File: src/rtl/stopwatch_time_counter_pkg.sv
// Shared constants and types for the stopwatch time counter: BCD digit width,
// digit terminal values, reset value and the lap-display state encoding.
package stopwatch_time_counter_pkg;

  localparam int unsigned BCD_W = 4;
  localparam int unsigned NUM_DIGITS = 5;

  localparam logic [BCD_W-1:0] DIGIT_TERM_DEC      = 4'd9;
  localparam logic [BCD_W-1:0] DIGIT_TERM_SEC_TENS = 4'd5;
  localparam logic [BCD_W-1:0] DIGIT_RESET         = 4'd0;

  typedef enum logic {
    LAP_LIVE = 1'b0,
    LAP_HOLD = 1'b1
  } lap_state_e;

  typedef logic [NUM_DIGITS-1:0][BCD_W-1:0] time_digits_t;

endpackage : stopwatch_time_counter_pkg

File: src/rtl/stopwatch_time_counter_bcd_digit.sv
// One BCD counter digit that wraps at TERMINAL; advances only when enabled and
// every lower digit is at its terminal value (carry_in).
module bcd_digit
  import stopwatch_time_counter_pkg::*;
#(
  parameter logic [BCD_W-1:0] TERMINAL = DIGIT_TERM_DEC
) (
  input  logic             clock,
  input  logic             reset,
  input  logic             clear,
  input  logic             enable,
  input  logic             carry_in,
  output logic [BCD_W-1:0] digit,
  output logic             at_terminal
);

  logic [BCD_W-1:0] digit_q;
  logic [BCD_W-1:0] digit_d;

  assign at_terminal = (digit_q == TERMINAL);
  assign digit       = digit_q;

  // Clear wins over any count so a clear and tick in the same cycle leaves 0.
  always_comb begin
    digit_d = digit_q;
    if (clear) begin
      digit_d = DIGIT_RESET;
    end else if (enable && carry_in) begin
      digit_d = at_terminal ? DIGIT_RESET : digit_q + BCD_W'(1);
    end
  end

  always_ff @(posedge clock or negedge reset) begin
    if (!reset) begin
      digit_q <= DIGIT_RESET;
    end else begin
      digit_q <= digit_d;
    end
  end

endmodule : bcd_digit

File: src/rtl/stopwatch_time_counter.sv
// BCD M:SS.hh stopwatch counter driven by 10 ms ticks, with a lap register that
// can freeze the display while the live count keeps running.
module stopwatch_time_counter
  import stopwatch_time_counter_pkg::*;
#(
  parameter logic [BCD_W-1:0] MIN_MAX      = 4'd9,
  parameter logic [BCD_W-1:0] SEC_TENS_MAX = DIGIT_TERM_SEC_TENS
) (
  input  logic             clock,
  input  logic             reset,
  input  logic             tick,
  input  logic             clear,
  input  logic             lap,
  output logic [BCD_W-1:0] digit0,
  output logic [BCD_W-1:0] digit1,
  output logic [BCD_W-1:0] digit2,
  output logic [BCD_W-1:0] digit3,
  output logic [BCD_W-1:0] digit4,
  output logic             frozen,
  output logic             overflow,
  output logic             sec_pulse
);

  time_digits_t            live_digits;
  logic [NUM_DIGITS-1:0]   at_term;
  logic [NUM_DIGITS-1:0]   carry;
  logic                    wrap;

  lap_state_e   state_q, state_d;
  time_digits_t lap_q, lap_d;
  logic         overflow_q, overflow_d;
  logic         sec_pulse_q, sec_pulse_d;
  time_digits_t display;

  // carry[n] is high when every digit below n sits at its terminal value.
  assign carry[0] = 1'b1;
  assign carry[1] = at_term[0];
  assign carry[2] = at_term[0] & at_term[1];
  assign carry[3] = carry[2] & at_term[2];
  assign carry[4] = carry[3] & at_term[3];
  assign wrap     = carry[4] & at_term[4];

  bcd_digit #(.TERMINAL(DIGIT_TERM_DEC)) u_hundredths (
    .clock      (clock),
    .reset      (reset),
    .clear      (clear),
    .enable     (tick),
    .carry_in   (carry[0]),
    .digit      (live_digits[0]),
    .at_terminal(at_term[0])
  );

  bcd_digit #(.TERMINAL(DIGIT_TERM_DEC)) u_tenths (
    .clock      (clock),
    .reset      (reset),
    .clear      (clear),
    .enable     (tick),
    .carry_in   (carry[1]),
    .digit      (live_digits[1]),
    .at_terminal(at_term[1])
  );

  bcd_digit #(.TERMINAL(DIGIT_TERM_DEC)) u_sec_units (
    .clock      (clock),
    .reset      (reset),
    .clear      (clear),
    .enable     (tick),
    .carry_in   (carry[2]),
    .digit      (live_digits[2]),
    .at_terminal(at_term[2])
  );

  bcd_digit #(.TERMINAL(SEC_TENS_MAX)) u_sec_tens (
    .clock      (clock),
    .reset      (reset),
    .clear      (clear),
    .enable     (tick),
    .carry_in   (carry[3]),
    .digit      (live_digits[3]),
    .at_terminal(at_term[3])
  );

  bcd_digit #(.TERMINAL(MIN_MAX)) u_minutes (
    .clock      (clock),
    .reset      (reset),
    .clear      (clear),
    .enable     (tick),
    .carry_in   (carry[4]),
    .digit      (live_digits[4]),
    .at_terminal(at_term[4])
  );

  // Lap capture uses the pre-edge live value, so a tick in the same cycle is
  // not included in the held display.
  always_comb begin
    state_d     = state_q;
    lap_d       = lap_q;
    overflow_d  = overflow_q;
    sec_pulse_d = 1'b0;
    if (clear) begin
      state_d    = LAP_LIVE;
      lap_d      = '0;
      overflow_d = 1'b0;
    end else begin
      if (tick && wrap) begin
        overflow_d = 1'b1;
      end
      sec_pulse_d = tick & carry[2];
      if (lap) begin
        case (state_q)
          LAP_LIVE: begin
            state_d = LAP_HOLD;
            lap_d   = live_digits;
          end
          LAP_HOLD: state_d = LAP_LIVE;
          default:  state_d = LAP_LIVE;
        endcase
      end
    end
  end

  always_ff @(posedge clock or negedge reset) begin
    if (!reset) begin
      state_q     <= LAP_LIVE;
      lap_q       <= '0;
      overflow_q  <= 1'b0;
      sec_pulse_q <= 1'b0;
    end else begin
      state_q     <= state_d;
      lap_q       <= lap_d;
      overflow_q  <= overflow_d;
      sec_pulse_q <= sec_pulse_d;
    end
  end

  assign display   = (state_q == LAP_HOLD) ? lap_q : live_digits;
  assign digit0    = display[0];
  assign digit1    = display[1];
  assign digit2    = display[2];
  assign digit3    = display[3];
  assign digit4    = display[4];
  assign frozen    = (state_q == LAP_HOLD);
  assign overflow  = overflow_q;
  assign sec_pulse = sec_pulse_q;

endmodule : stopwatch_time_counter

File: config.mk
export PLATFORM = sky130hd
export DESIGN_NAME = stopwatch_time_counter
export DESIGN_NICKNAME = d
export VERILOG_FILES = /design/src/rtl/stopwatch_time_counter_pkg.sv /design/src/rtl/stopwatch_time_counter_bcd_digit.sv /design/src/rtl/stopwatch_time_counter.sv
export SDC_FILE = /design/constraint.sdc
export NUM_CORES = 1
export LEC_CHECK = 0
export ABC_AREA = 1
export ABC_CLOCK_PERIOD_IN_PS = 1430
export CAP_MARGIN = 20
export CELL_PAD_IN_SITES_DETAIL_PLACEMENT = 1
export CELL_PAD_IN_SITES_GLOBAL_PLACEMENT = 1
export CORE_MARGIN = 4
export CORE_UTILIZATION = 41
export CTS_BUF_LIST = sky130_fd_sc_hd__clkbuf_8 sky130_fd_sc_hd__clkbuf_16
export CTS_CLUSTER_SIZE = 40
export DETAILED_ROUTE_END_ITERATION = 7
export PLACE_DENSITY_LB_ADDON = 0.3
export SLEW_MARGIN = 20
export SYNTH_ARGS = -nofsm -noshare
export SYNTH_HDL_FRONTEND = slang
export SYNTH_SLANG_ARGS = --single-unit
export TNS_END_PERCENT = 1
File: constraint.sdc
create_clock -name clock -period 1.43 [get_ports clock]
set_input_delay 0.143 -clock clock [delete_from_list [all_inputs] [get_ports clock]]
set_output_delay 0.143 -clock clock [all_outputs]
set_load 0.05 [all_outputs]
* After elaboration in Yosys (flattened, before gate mapping) *
Cells that the tools add are included.

cells by class
  equality and inequality tests = 5
  bitwise operators = 6
  $add $sub $neg = 5
  reduce and logical (&&, ||, !) cells = 12
  mux-type cells = 24

operators by type and width
  kind                                                             number
  20-bit two-way mux                                               3
  4-bit two-way mux                                                15
  4-bit by 1-bit adder with 4-bit output, second input constant    5
  4-bit == test, second input constant                             4
  2-bit nonzero test                                               7
  1-bit AND                                                        5
  1-bit logical AND                                                5
  1-bit two-way mux                                                5
  4-bit by 3-bit == test with 1-bit output, second input constant  1
  1-bit case mux with 2 select lines                               1
  1-bit NOT                                                        1

storage, ports and cells
  word-level logic and storage cells = 65
  register bits = 43
  output and inout port bits = 23
  input port bits = 5

* Depth between registers and ports, before layout *
Gate-level depths: netlist (run 1).

  word-level depth = 8
  mapped depth = 9
  gate-level depth less buffers = 9

* Hierarchy *
From an unflattened synthesis (run 1), not the netlist that was laid out.

second synthesis, totals
  cells, all modules = 331
  area, all modules = 2496.1 um^2

modules (own cells, without submodules)
  module                  sequential area each (um^2)  instances  area each (um^2)  cells each
  bcd_digit               100.1                        5          256.5             36
  stopwatch_time_counter  575.6                        1          1213.7            151

* Worst setup path after synthesis (run 1) *
No wires, ideal clock.

  path kind = register -> register
  from = reg state_q, in the netlist frozen
  to = reg lap_q[16] (netlist bit)
  path slack = -209 ps
  data required time = 1310 ps
  stages on the path, launching flop included = 7
  library setup time = 120 ps
  data arrival time = 1519 ps
  clock period less this slack = 1639 ps
  buffers on the path = 1
  path through = dfrtp_1 > buf_2 > inv_1 > nand2_1 > nand2_1 > nand2_1 > nand2_1

between the ends
  cells in the longest elaborated chain, start to end = 3

ends and longest elaborated chain
  item                              RTL line                       source
  start, declared                   stopwatch_time_counter.sv:29   lap_state_e state_q, state_d;
  start signal, assigned            stopwatch_time_counter.sv:129  state_q <= state_d;
  20-bit two-way mux                n/a
  via digit4[0]                     stopwatch_time_counter.sv:18   output logic [BCD_W-1:0] digit4,
  20-bit two-way mux (2 in series)  n/a
  end signal, assigned              stopwatch_time_counter.sv:130  lap_q <= lap_d;
  end, declared                     stopwatch_time_counter.sv:30   time_digits_t lap_q, lap_d;

The timed path passes the listed nets, and every way through them passes these cells. The select of a mux whose other input is x is not followed.
A chain may end at the register's enable or synchronous reset.

* Final worst setup path (run 1) *
  from = reg state_q, in the netlist frozen
  to = out digit4[2]

between the ends
  cells in the longest elaborated chain, start to end = 1

ends and longest elaborated chain
  item                RTL line
  20-bit two-way mux  n/a
  end, declared       stopwatch_time_counter.sv:18

No other way between the ends.

==> qor.yml, run 1 <==
diodes: 0
finalSetupViolCount: 26
initial_core_util: 0.4299
cpMaxStageDelayCell: "dfrtp_2"
place_ws_ns: -0.06974
timing.final.ws_setup_ns: -0.1687
violations: "setup timing"
finalHoldViolCount: 0
vias_per_cell: 5.490
syn2layout_area_growth_pct: 44.65
hpwl_um: 5151
async_reset_ff_frac: 1.000
yosysUniqueCellTypes: 24
vdd_ir_drop_max_mv: 0.3612
start_kind: "flip-flop"
final_cell_count_no_fill: 435
synth.area.top_cells: "dfrtp_1, nand2_1, nand3_1, inv_1, o21a_1"
h-tree-depth: 2
clk_latency_ns: 0.30
p_leak_nw: 1.684
fin_hold_ws_ns: 0.2982
die-width_um: 84.45
fmax_mhz: 625.5
path_max_fanout: 6
ys_ff_latch: 43
r2r_slack_ns: -0.05
yosysTopAreaCellShare: 0.4491
ys.warnings.count: 0
slowest_delay_ns: 0.50
clkTransAtPathRegs_ns: 0.09
die-area_sq_um: 7131
end_kind: "output pin"
via_count: 2388
finalWirelength_um: 8643
dr_wl_met2_um: 4522
syn_area_sq_um: 2396
period_share: 1.118
worst_slew_pin_slew_ns: 0.4353
synthCells: 302
grt_pass1_wl_um: 12760
die_h_um: 84.45
cp_num_buf_inv: 3
cts_buffer_depth: 2
cts-buffers-inserted: 5
synth-simple-area-share: 0.2632
cts_tree: "done"
maxSlewHeadroom: 0.7098
synth_seq_area_share: 0.4491
synthAdderAreaFrac: 0.05222
outcome: "finished, violations left"
path_class: "flip-flop to output pin"
finClkSkew_ns: 0.009212
dpl.cell_count: 420
grt_overflow: 0
synth-compound-area-share: 0.1175
synth_fp_nets: 317
tns_ns: -2.497
antenna_found_initial: 0
yosysTopAreaCell: "dfrtp_1"
report.final.slew_viol_count: 0
muxShareOfSynthArea: 0
synth_xor_area_frac: 0.03290
dr.pass1.iters: 4
root_buffer: "clkbuf_8"
wl_met1_um: 3570
timing.final.crit_period_ns: 1.599
drive_gt1_frac: 0.3251
synth_top_family_by_area: "simple AND/OR/NAND/NOR gates"
num_rows: 27
grt_pass1_vias: 2545
ant_nets: 0
core-area_sq_um: 5574
pin_count: 28
synth_edf_count: 0
highest_layer: "met4"
gp_congestion: 0.8834
fin_util: 0.6218
ys_top_cells_by_count: "nand2_1, dfrtp_1, inv_1, nand3_1, o21ai_0"
drtIter0Drc: 101
grt.total_usage: 0.2245
hold_class: "input port to asynchronous set/reset pin"
finalNetCount: 377
crit_arrival_ns: 1.46
rsz0062_at_grt: "yes"
met3_wirelength_um: 367
synthFlopType: "dfrtp_1"
wl_per_cell_um: 19.87
io_buffer_count: 27
drv_cap: 0
yosysMostFrequentCell: "nand2_1"
cpLargestDelayFamily: "flip-flops"
grt_max_degree: 30
crit_path_cell_trace: "buf_4, nand2_1, o21a_1, inv_2, buf_12"
clock-sinks: 43
crit_required_ns: 1.29
drc: 0
synth.avg_cell_area_sq_um: 7.934
power_density_nw_per_um2: 750.8
-- state kept, by name (all words and copies together), names as in the netlist --
signal              flops
u_sec_tens.digit        4
overflow                1
u_sec_units.digit       4
u_hundredths.digit      4
sec_pulse               1
u_minutes.digit         4
lap_q                  20
frozen                  1
u_tenths.digit          4
-- cell families (layout without fill, tap and decap cells) --
family,after synthesis,count (layout)
compound gates,47,47
xor+xnor,9,9
fa+ha+maj,10,10
buf+inv,53,114
flops,43,43
simple gates,140,140
-- layout make-up --
type	count	area [sq um]
Multi-Input combinational cell	206	1206
Fill cell	653	2108
Inverter	43	163.9
Sequential cell	43	1077
Tap cell	72	90.09
Timing Repair Buffer	63	810.8
Clock buffer	6	82.58
Clock inverter	2	35.03
-- metal layers --
metal	vias to the layer above	track usage
met5	-	0
met4	0	0.05755
met3	16	0.04318
met2	66	0.3816
met1	1211	0.2946
li1	1095	-
-- path summary, 6_finish.rpt --
| check | startpoint | end | cells after the start |
|---|---|---|---|
| setup / recovery | frozen | digit4[2] | 5 |
| hold / removal | reset | lap_q[11] | 2 |
| setup reg to reg | u_tenths.digit[0] | u_sec_tens.digit[3] | 8 |
| hold reg to reg | overflow | overflow | 2 |
| max in group asynchronous | reset | frozen | 3 |
| min in group clock | overflow | overflow | 2 |
-- layout by cell type, fill, tap and decap left out, types with 2 or more instances in the layout --
cell / count
ha_4: 2
xnor2_1: 3
nand2_2: 10
inv_2: 21
inv_1: 20
nor2_2: 7
clkdlybuf4s50_1: 3
o22ai_1: 3
buf_12: 23
clkbuf_8: 6
ha_1: 8
nand4_1: 5
nand3_1: 36
o21a_1: 16
clkbuf_16: 2
buf_6: 2
dfrtp_1: 42
buf_4: 31
xor2_1: 6
o21ai_0: 22
nor2_1: 10
nand2_1: 63
a21oi_1: 5
nand3_2: 4
-- report_power, final --
| group | switching [mW] | internal [mW] | leakage (nW) |
|---|---|---|---|
| combinational | 0.204 | 0.142 | 1.03 |
| sequential | 0.0147 | 1.23 | 0.597 |
| clock | 0.449 | 0.566 | 0.0612 |
| total | 0.668 | 1.93 | 1.68 |
-- repair_timing --
action,in CTS,in global routing
pin swaps,7,6
hold buffers,1,0
gates cloned,0,2
hold endpoints to repair,15,0
setup buffers,3,1
endpoints found under the setup margin,32,35
resized for setup,29,17
-- worst register-to-register path, cell delays in order, from the launching register on --
cell,delay (ns)
dfrtp_1,0.43
ha_4,0.19
nand2_1,0.09
nor2_2,0.06
nand2_1,0.09
nor2_2,0.06
nor2_1,0.29
nand2_1,0.14
nand2_1,0.08
-- through the flow --
stage,power [mW],area (sq um)
after floorplan,1.388,2400
after global placement,1.544,3161
after detailed placement,1.548,3161
after CTS,2.552,3346
after global routing,2.696,3466
final,2.602,3466
(Power assumes the default switching activity.)
==> run 2: changes to the inputs <==
- CORE_ASPECT_RATIO: default -> 2
- GPL_ROUTABILITY_DRIVEN: default -> 0
==> run 2 against run 1 <==
  * The run still ends with setup timing left
  * Final cell count down 2.3%
  * Global-route usage up 2.0 points
  * Flip-flop and latch count unchanged
  * Critical path depth unchanged
  * Power up 7.4%
  * Clock-buffer cell count up 1
  * Sequential power about the same
  * Die area up 1.0%
  * Cell area about the same
  * Largest power group unchanged
==> qor.yml, run 2 (synthesized netlist as in run 1, its figures left out) <==
rsz0062_at_grt: "yes"
drv_cap: 0
via_count: 2352
p_leak_nw: 1.685
combPwrFrac: 0.118
dr.pass1.iters: 4
largest_reg_flops: 20
drc: 0
end_kind: "output pin"
finalHoldViolCount: 0
initial_core_util: 0.4197
h-tree-depth: 2
path_class: "flip-flop to output pin"
grt_overflow: 0
seqPwrFrac: 0.445
power_density_nw_per_um2: 805.9
drive_gt1_frac: 0.3049
internal_power_mw: 2.104
clkPwrFrac: 0.437
start_kind: "flip-flop"
core-area_sq_um: 5709
grt_pass1_vias: 2591
ant_nets: 0
r2r_start: "u_hundredths.digit[1]"
crit_arrival_ns: 1.41
regArea_sq_um: 1080
finalSetupViolCount: 20
cts-buffers-inserted: 5
outcome: "finished, violations left"
antenna_found_initial: 0
worst_slew_pin_slew_ns: 0.3390
path_max_fanout: 6
finalWirelength_um: 7994
layout_commonest_cell: "nand2_1"
use_met3: 0.04646
power_switching_mw: 0.6911
grt_pass1_wl_um: 12660
clk_latency_ns: 0.29
io_buffer_count: 27
grt.total_usage: 0.2449
pin_count: 28
diodes: 0
drtIter0Drc: 111
report.final.slew_viol_count: 0
die-area_sq_um: 7205
timing.final.ws_setup_ns: -0.1235
num_rows: 39
maxSlewHeadroom: 0.7740
reg2reg_to: "u_sec_tens.digit[1]"
fmax_mhz: 643.7
final_cell_mix: "nand2_1, dfrtp_1, nand3_1, buf_4, buf_12"
finClkSkew_ns: 0.005070
hpwl_um: 5437
clock-sinks: 43
cts_buffer_depth: 2
grt.met1_usage: 0.2292
r2r_slack_ns: 0.01
hold_class: "input port to asynchronous set/reset pin"
met2_usage: 0.4446
fin_util: 0.6075
syn2layout_area_growth_pct: 44.75
clkTransAtPathRegs_ns: 0.06
regMostFlops: "lap_q"
violations: "setup timing"
num-fill-cells: 653
vias_per_cell: 5.534
root_buffer: "clkbuf_16"
crit_required_ns: 1.29
finalNetCount: 378
timing.final.crit_period_ns: 1.554
vdd_ir_drop_max_mv: 1.159
cts_tree: "done"
grt_max_degree: 22
tns_ns: -2.052
reg2regPathDepth: 7
top_usage_layer: "met2"
die-width_um: 62.06
period_share: 1.086
die_h_um: 116.1
wl_per_cell_um: 18.81
multi_input_area_sq_um: 1191
p_sw_frac: 0.2473
run 2: cell count changes in the layout (fill, tap and decap cells not counted), moves of 3 or more:
| cell | change |
|---|---|
| nor2_2 | -3 |
| nand2_1 | +6 |
| clkbuf_16 | +3 |
| clkbuf_8 | -4 |
| nor2_4 | +4 |
| nand2_2 | -5 |
run 2: power by group through the flow:
stage               logic, mW  clock network [mW]  registers [mW]
CTS                     0.325                1.24            1.24
finish                  0.329                1.22            1.24
detailed placement      0.257                   0            1.28
global route            0.353                1.29            1.24
floorplan               0.119                   0            1.27
global placement        0.253                   0            1.28
run 2: final cells by class:
type,instances,area share
clock inverter,1,0.002164
timing repair buffer,64,0.2305
tap,61,0.02201
sequential,43,0.3113
multi-input combinational,206,0.3434
clock buffer,7,0.04401
inverter,43,0.04654
run 2: metal layers:
metal | wire [um] | share of wire
met5 | 0 | 0
met4 | 384 | 0.048
met3 | 199 | 0.025
met2 | 4754 | 0.59
met1 | 2655 | 0.33
run 2: per-stage QoR:
stage	total power [mW]	hold slack [ns]	area (sq um)	cells	worst slack (ns)
2_1_floorplan	1.388	-0.1526	2400	302	-0.05061
3_3_place_gp	1.535	0.05477	3154	410	-0.02528
4_1_cts	2.810	0.2896	3436	424	-0.1087
5_1_grt	2.888	0.3042	3468	425	-0.1685
6_report	2.795	0.2788	3468	425	-0.1235
3_5_place_dp	1.540	0.05784	3154	410	-0.08148
run 2: worst max path at each step:
stage,cells after the start,from,slack (ns),to
finish,5,frozen,-0.12,digit1[1]
global route,4,frozen,-0.17,digit0[2]
CTS,4,frozen,-0.11,digit1[0]
detailed placement,6,tick,-0.08,u_sec_units.digit[0]
global placement,6,tick,-0.03,u_sec_tens.digit[1]
floorplan,6,frozen,-0.05,lap_q[0]
run 2: worst max-delay path: stages, from the launching register on:
cell	delay [ns]
dfrtp_4	0.51
buf_4	0.18
nand2_1	0.07
o21a_1	0.16
inv_2	0.06
buf_12	0.14
run 2: repair_timing:
item,4_1_cts,5_1_grt
setup buffers,5,1
gates cloned,0,0
resized for setup,36,8
pin swaps,0,10
hold buffers,1,0
hold endpoints to repair,12,0
setup endpoints to repair,33,37
